--- config.mk ---
export PLATFORM = sky130hd
export DESIGN_NAME = fc_fm_packer
export DESIGN_NICKNAME = d
export VERILOG_FILES = /design/src/rtl/fc_fm_packer.sv
export SDC_FILE = /design/constraint.sdc
export NUM_CORES = 1
export LEC_CHECK = 0
export CAP_MARGIN = 20
export CORE_MARGIN = 2
export CORE_UTILIZATION = 59
export CTS_CLUSTER_SIZE = 24
export DETAILED_ROUTE_END_ITERATION = 8
export PLACE_DENSITY = 0.86
export REMOVE_ABC_BUFFERS = 1
export SLEW_MARGIN = 30
export SYNTH_ARGS = -nofsm -noshare
export SYNTH_HDL_FRONTEND = slang
export SYNTH_SLANG_ARGS = --single-unit
--- constraint.sdc ---
create_clock -name clk -period 3.35 [get_ports clk]
set_clock_uncertainty 0.2 [all_clocks]
set_input_delay 0.8375 -clock clk [delete_from_list [all_inputs] [get_ports clk]]
set_output_delay 0.8375 -clock clk [all_outputs]
set_load 0.01 [all_outputs]
--- src/rtl/fc_fm_packer.sv ---
// Requantizes the flattened conv/pool activation stream to int8, packs 8 lanes per
// 64-bit word into the FC feature-map SRAM and launches the FC stage when done.
module fc_fm_packer #(
  parameter int IN_W     = 21,
  parameter int SHIFT    = 4,
  parameter int NUM_ELEM = 384,
  parameter int RELU_EN  = 0
) (
  input  logic                   clk,
  input  logic                   rst_n,
  input  logic                   i_pk_start,
  input  logic [8:0]             i_pk_base_addr,
  input  logic                   i_pk_valid,
  input  logic signed [IN_W-1:0] i_pk_data,
  output logic                   o_pk_ready,
  output logic                   o_pk_wr_en,
  output logic [15:0]            o_pk_wr_addr,
  output logic [63:0]            o_pk_wr_data,
  output logic                   o_pk_busy,
  output logic                   o_pk_done,
  output logic                   o_fc_start
);

  localparam int CNT_W = $clog2(NUM_ELEM + 1);

  typedef enum logic [2:0] {
    S_IDLE,
    S_PACK,
    S_FLUSH,
    S_WLAST,
    S_DONE
  } state_t;

  state_t state, next_state;

  logic [8:0]             base;
  logic [CNT_W-1:0]       elem_cnt;
  logic [2:0]             lane;
  logic [15:0]            word_idx;
  logic [63:0]            pack_reg;
  logic signed [IN_W-1:0] shifted;
  logic [7:0]             q8;
  logic [63:0]            merged;
  logic                   accept;
  logic                   last_elem;

  assign accept    = i_pk_valid && o_pk_ready;
  assign last_elem = (elem_cnt == CNT_W'(NUM_ELEM - 1));
  assign shifted   = i_pk_data >>> SHIFT;

  always_comb begin
    q8 = shifted[7:0];
    if (shifted > IN_W'(127)) begin
      q8 = 8'h7F;
    end else if (shifted < IN_W'(-128)) begin
      q8 = 8'h80;
    end
    if (RELU_EN != 0 && q8[7]) begin
      q8 = 8'h00;
    end
  end

  // Lanes fill in order from a cleared register, so unused upper lanes stay zero.
  assign merged = pack_reg | ({56'b0, q8} << {lane, 3'b000});

  always_comb begin
    next_state = state;
    case (state)
      S_IDLE:  if (i_pk_start) next_state = S_PACK;
      S_PACK: begin
        if (accept && last_elem) begin
          next_state = (lane == 3'd7) ? S_WLAST : S_FLUSH;
        end
      end
      S_FLUSH: next_state = S_DONE;
      S_WLAST: next_state = S_DONE;
      S_DONE:  next_state = S_IDLE;
      default: next_state = S_IDLE;
    endcase
  end

  // Completed words go straight to the write register, so a new lane-0 accept
  // in the same cycle can never disturb the word being written.
  always_ff @(posedge clk) begin
    if (!rst_n) begin
      state        <= S_IDLE;
      base         <= '0;
      elem_cnt     <= '0;
      lane         <= '0;
      word_idx     <= '0;
      pack_reg     <= '0;
      o_pk_ready   <= 1'b0;
      o_pk_wr_en   <= 1'b0;
      o_pk_wr_addr <= '0;
      o_pk_wr_data <= '0;
      o_pk_busy    <= 1'b0;
      o_pk_done    <= 1'b0;
      o_fc_start   <= 1'b0;
    end else begin
      state      <= next_state;
      o_pk_ready <= (next_state == S_PACK);
      o_pk_busy  <= (next_state != S_IDLE);
      o_pk_done  <= (next_state == S_DONE);
      o_fc_start <= (next_state == S_DONE);
      o_pk_wr_en <= 1'b0;
      if (state == S_IDLE && i_pk_start) begin
        base     <= i_pk_base_addr;
        elem_cnt <= '0;
        lane     <= '0;
        word_idx <= '0;
        pack_reg <= '0;
      end
      if (accept) begin
        elem_cnt <= elem_cnt + CNT_W'(1);
        lane     <= lane + 3'd1;
        if (lane == 3'd7 || last_elem) begin
          o_pk_wr_en   <= 1'b1;
          o_pk_wr_addr <= {7'b0, base} + word_idx;
          o_pk_wr_data <= merged;
          word_idx     <= word_idx + 16'd1;
          pack_reg     <= '0;
        end else begin
          pack_reg <= merged;
        end
      end
    end
  end

endmodule
==> flow_summary_export.csv <==
group,metric,value,unit
clock_tree,cts_resized,0,
placed_design,gp_congestion,0.8255,
routing,routedWlPerCell,17.20,um
synthesis,yosys.area.top_type,"dfxtp_1",
synthesis,ys_async_sr_fraction,0,
synthesis,syn_avg_cell_area,8.784,um2
sta,hold_viol_final,0,
worst_setup_path,slowest_delay,0.76,ns
floorplanning,die_w,121.6,um
synthesis,synth_edf_count,0,
floorplanning,coreArea,13400,um2
floorplanning,rows,42,
global_routing,antenna_found_initial,0,
power_and_ir_drop,powerDensity,448.6,nW/um2
synthesis,netlist_instances,929,
worst_setup_path,crit_path_end_kind,"register",
layout,insertedDiodeCount,0,
synthesis,yosys_warnings,0,
worst_setup_path,cp-start-kind,"input pin",
routing,drc,0,
synthesis,yosys-top-cells-count,"188 x dfxtp_1, 152 x nor2_1, 75 x nor3_1",
layout,fin_util,0.7435,
layout,drive_gt1_frac,0.08957,
sta,rsz0062_at_grt,"no",
power_and_ir_drop,leakagePower,3.464,nW
worst_setup_path,cpLargestDelayFamily,"compound AO/OA/AOI/OAI gates",
clock_tree,cts_made_buffers,17,
clock_tree,cts_root_buf,"clkbuf_16",
clock_tree,hold_buffers,0,
global_routing,grt_pass1_vias,6981,
clock_tree,path_clk_slew,0.07,ns
routing,routed_wl,20.50,mm
layout,layout.nets,1053,
worst_hold_path,hp-class,"register to register",
synthesis,ys_types,62,
placed_design,place_area,9392,um2
floorplanning,die_area,14790,um2
routing,routed_via_density,6.259,
worst_setup_path,critPathSlowestCell,"a21oi_2",
global_routing,grt.total_usage,0.2791,
worst_setup_path,crit_arrival,2.98,ns
clock_tree,clock_path_buffers,2,
sta,worst_slew_pin_slew,0.9877,ns
sta,finalSetupViolCount,0,
placed_design,io_buffers,114,
sta,slew_violations,0,
layout,area_growth,22.09,%
synthesis,ys_seq_elements,188,
worst_setup_path,crit_fanout,16,
clock_tree,clock_sinks,188,
clock_tree,htreeDepth,4,
synthesis,yosysSeqAreaShare,0.4612,
worst_setup_path,path_cells,"clkdlybuf4s50_1 -> and4_1 -> nand4_1 -> a21oi_2 -> a211oi_1 -> nor3_1",
sta,relSlewSlack,0.3415,
sta,period_minus_slack,2.822,ns
clock_tree,cts_tree,"built",
global_routing,grt_max_degree,84,
layout,design_area,9963,um2
synthesis,netlist.area_leader.share,0.4612,
synthesis,synthFlopType,"dfxtp_1",
power_and_ir_drop,vdd_drop_max,0.0003357,V
clock_tree,clk_latency,0.43,ns
synthesis,synthTopCellsByArea,"dfxtp_1 46%, nor2_1 7.0%, a22oi_1 5.9%",
floorplanning,die_y,121.6,um
synthesis,synth_area,8160,um2
routing,num_vias,7461,
sta,finalCritPeriodShare,0.8424,
sta,clock.fmax,354.4,MHz
floorplanning,ioPinCount,119,
worst_setup_path,worstPathRequired,3.51,ns
worst_setup_path,crit_buf_inv,1,
placed_design,dp_hpwl,12.89,mm
floorplanning,initial_utilization,0.6090,
run_status,status,"complete, no violations",
clock_tree,post_cts_buffers,0,
worst_setup_path,critPathKind,"input pin to register",
run,drv_cap,0,
global_routing,grt_pass1_wl,33.31,mm
global_routing,overflow,0,
synthesis,synth.most_common_cell,"dfxtp_1",
routing,drtPass1Iterations,7,
routing,drt-initial-drc-count,907,
routing,ant_nets,0,
cells by family after synthesis:
group                    after synthesis  share of synthesized area
AO/OA/AOI/OAI                        252                     0.2260
XOR/XNOR                               3                   0.003220
adder cells (fa/ha/maj)               14                    0.02239
buffers and inverters                 91                    0.05489
flip-flops                           188                     0.4612
multiplexers                           2                   0.002607
AND/OR/NAND/NOR                      379                     0.2297
through the flow:
| step | power [mW] | hold slack, ns | instances | setup TNS [ns] | setup slack (ns) |
|---|---|---|---|---|---|
| floorplan | 2.436 | 0.2406 | 847 | -102.07 | -0.8908 |
| global placement | 2.563 | 0.2417 | 1162 | 0 | 0.1461 |
| detailed placement | 2.567 | 0.2506 | 1162 | 0 | 0.09575 |
| finish | 4.469 | 0.2541 | 1192 | 0 | 0.5281 |
| CTS | 4.473 | 0.2595 | 1192 | 0 | 0.5453 |
| global route | 4.597 | 0.2827 | 1192 | 0 | 0.3498 |
placed cells by master, fill, tap and decap left out, types with 12 or more instances in the layout:
cell,netlist,final
a211oi_1,57,57
a211oi_2,14,14
a21oi_1,45,45
a22oi_1,64,64
and3_1,13,13
buf_4,2,19
clkbuf_16,0,17
clkdlybuf4s50_1,0,114
dfxtp_1,188,188
ha_1,13,13
nand2_1,48,48
nand3_1,17,17
nand4_1,12,12
nor2_1,152,152
nor3_1,75,75
o21ai_0,18,18
final cells by class:
class / instances / area, um2
tap: 176 / 220.2
inverter: 9 / 36.28
fill: 959 / 3437
sequential: 188 / 3764
clock buffer: 21 / 440.4
timing repair buffer: 139 / 1404
multi-input combinational: 650 / 3983
clock inverter: 9 / 116.4
path summary, 6_finish.rpt:
path	cells past startpoint	end	from	slack, ns
max reg2reg	8	o_pk_wr_addr[12]$_SDFFE_PN0P_	word_idx[0]$_SDFF_PN0_	0.69
min reg2reg	2	o_pk_wr_addr[6]$_SDFFE_PN0P_	o_pk_wr_addr[6]$_SDFFE_PN0P_	0.25
min	2	o_pk_wr_addr[6]$_SDFFE_PN0P_	o_pk_wr_addr[6]$_SDFFE_PN0P_	0.25
max	6	o_pk_wr_data[56]$_SDFFE_PN0P_	i_pk_data[14]	0.53
report_power, final:
part / switching, mW / internal (mW) / leakage (nW)
Sequential: 0.0115 / 2.25 / 1.52
Combinational: 0.177 / 0.0856 / 1.68
Clock: 0.848 / 1.10 / 0.268
Total: 1.04 / 3.43 / 3.46
worst register-to-register path: stages (launching register included):
cell      delay [ns]
dfxtp_1         0.43
ha_1            0.21
inv_1           0.05
fa_1            0.41
nor2b_1         0.22
o31a_1          0.26
a21boi_1        0.16
or3_1           0.37
a311oi_1        0.26
layer usage:
metal | GRT usage | part of all wire | up-vias
li1 | - | - | 3570
met1 | 0.3662 | 0.43 | 3598
met2 | 0.4554 | 0.49 | 267
met3 | 0.05758 | 0.065 | 26
met4 | 0.1063 | 0.016 | 0
met5 | 0 | 0 | -
No activity file was read; power rests on OpenSTA's default activity.
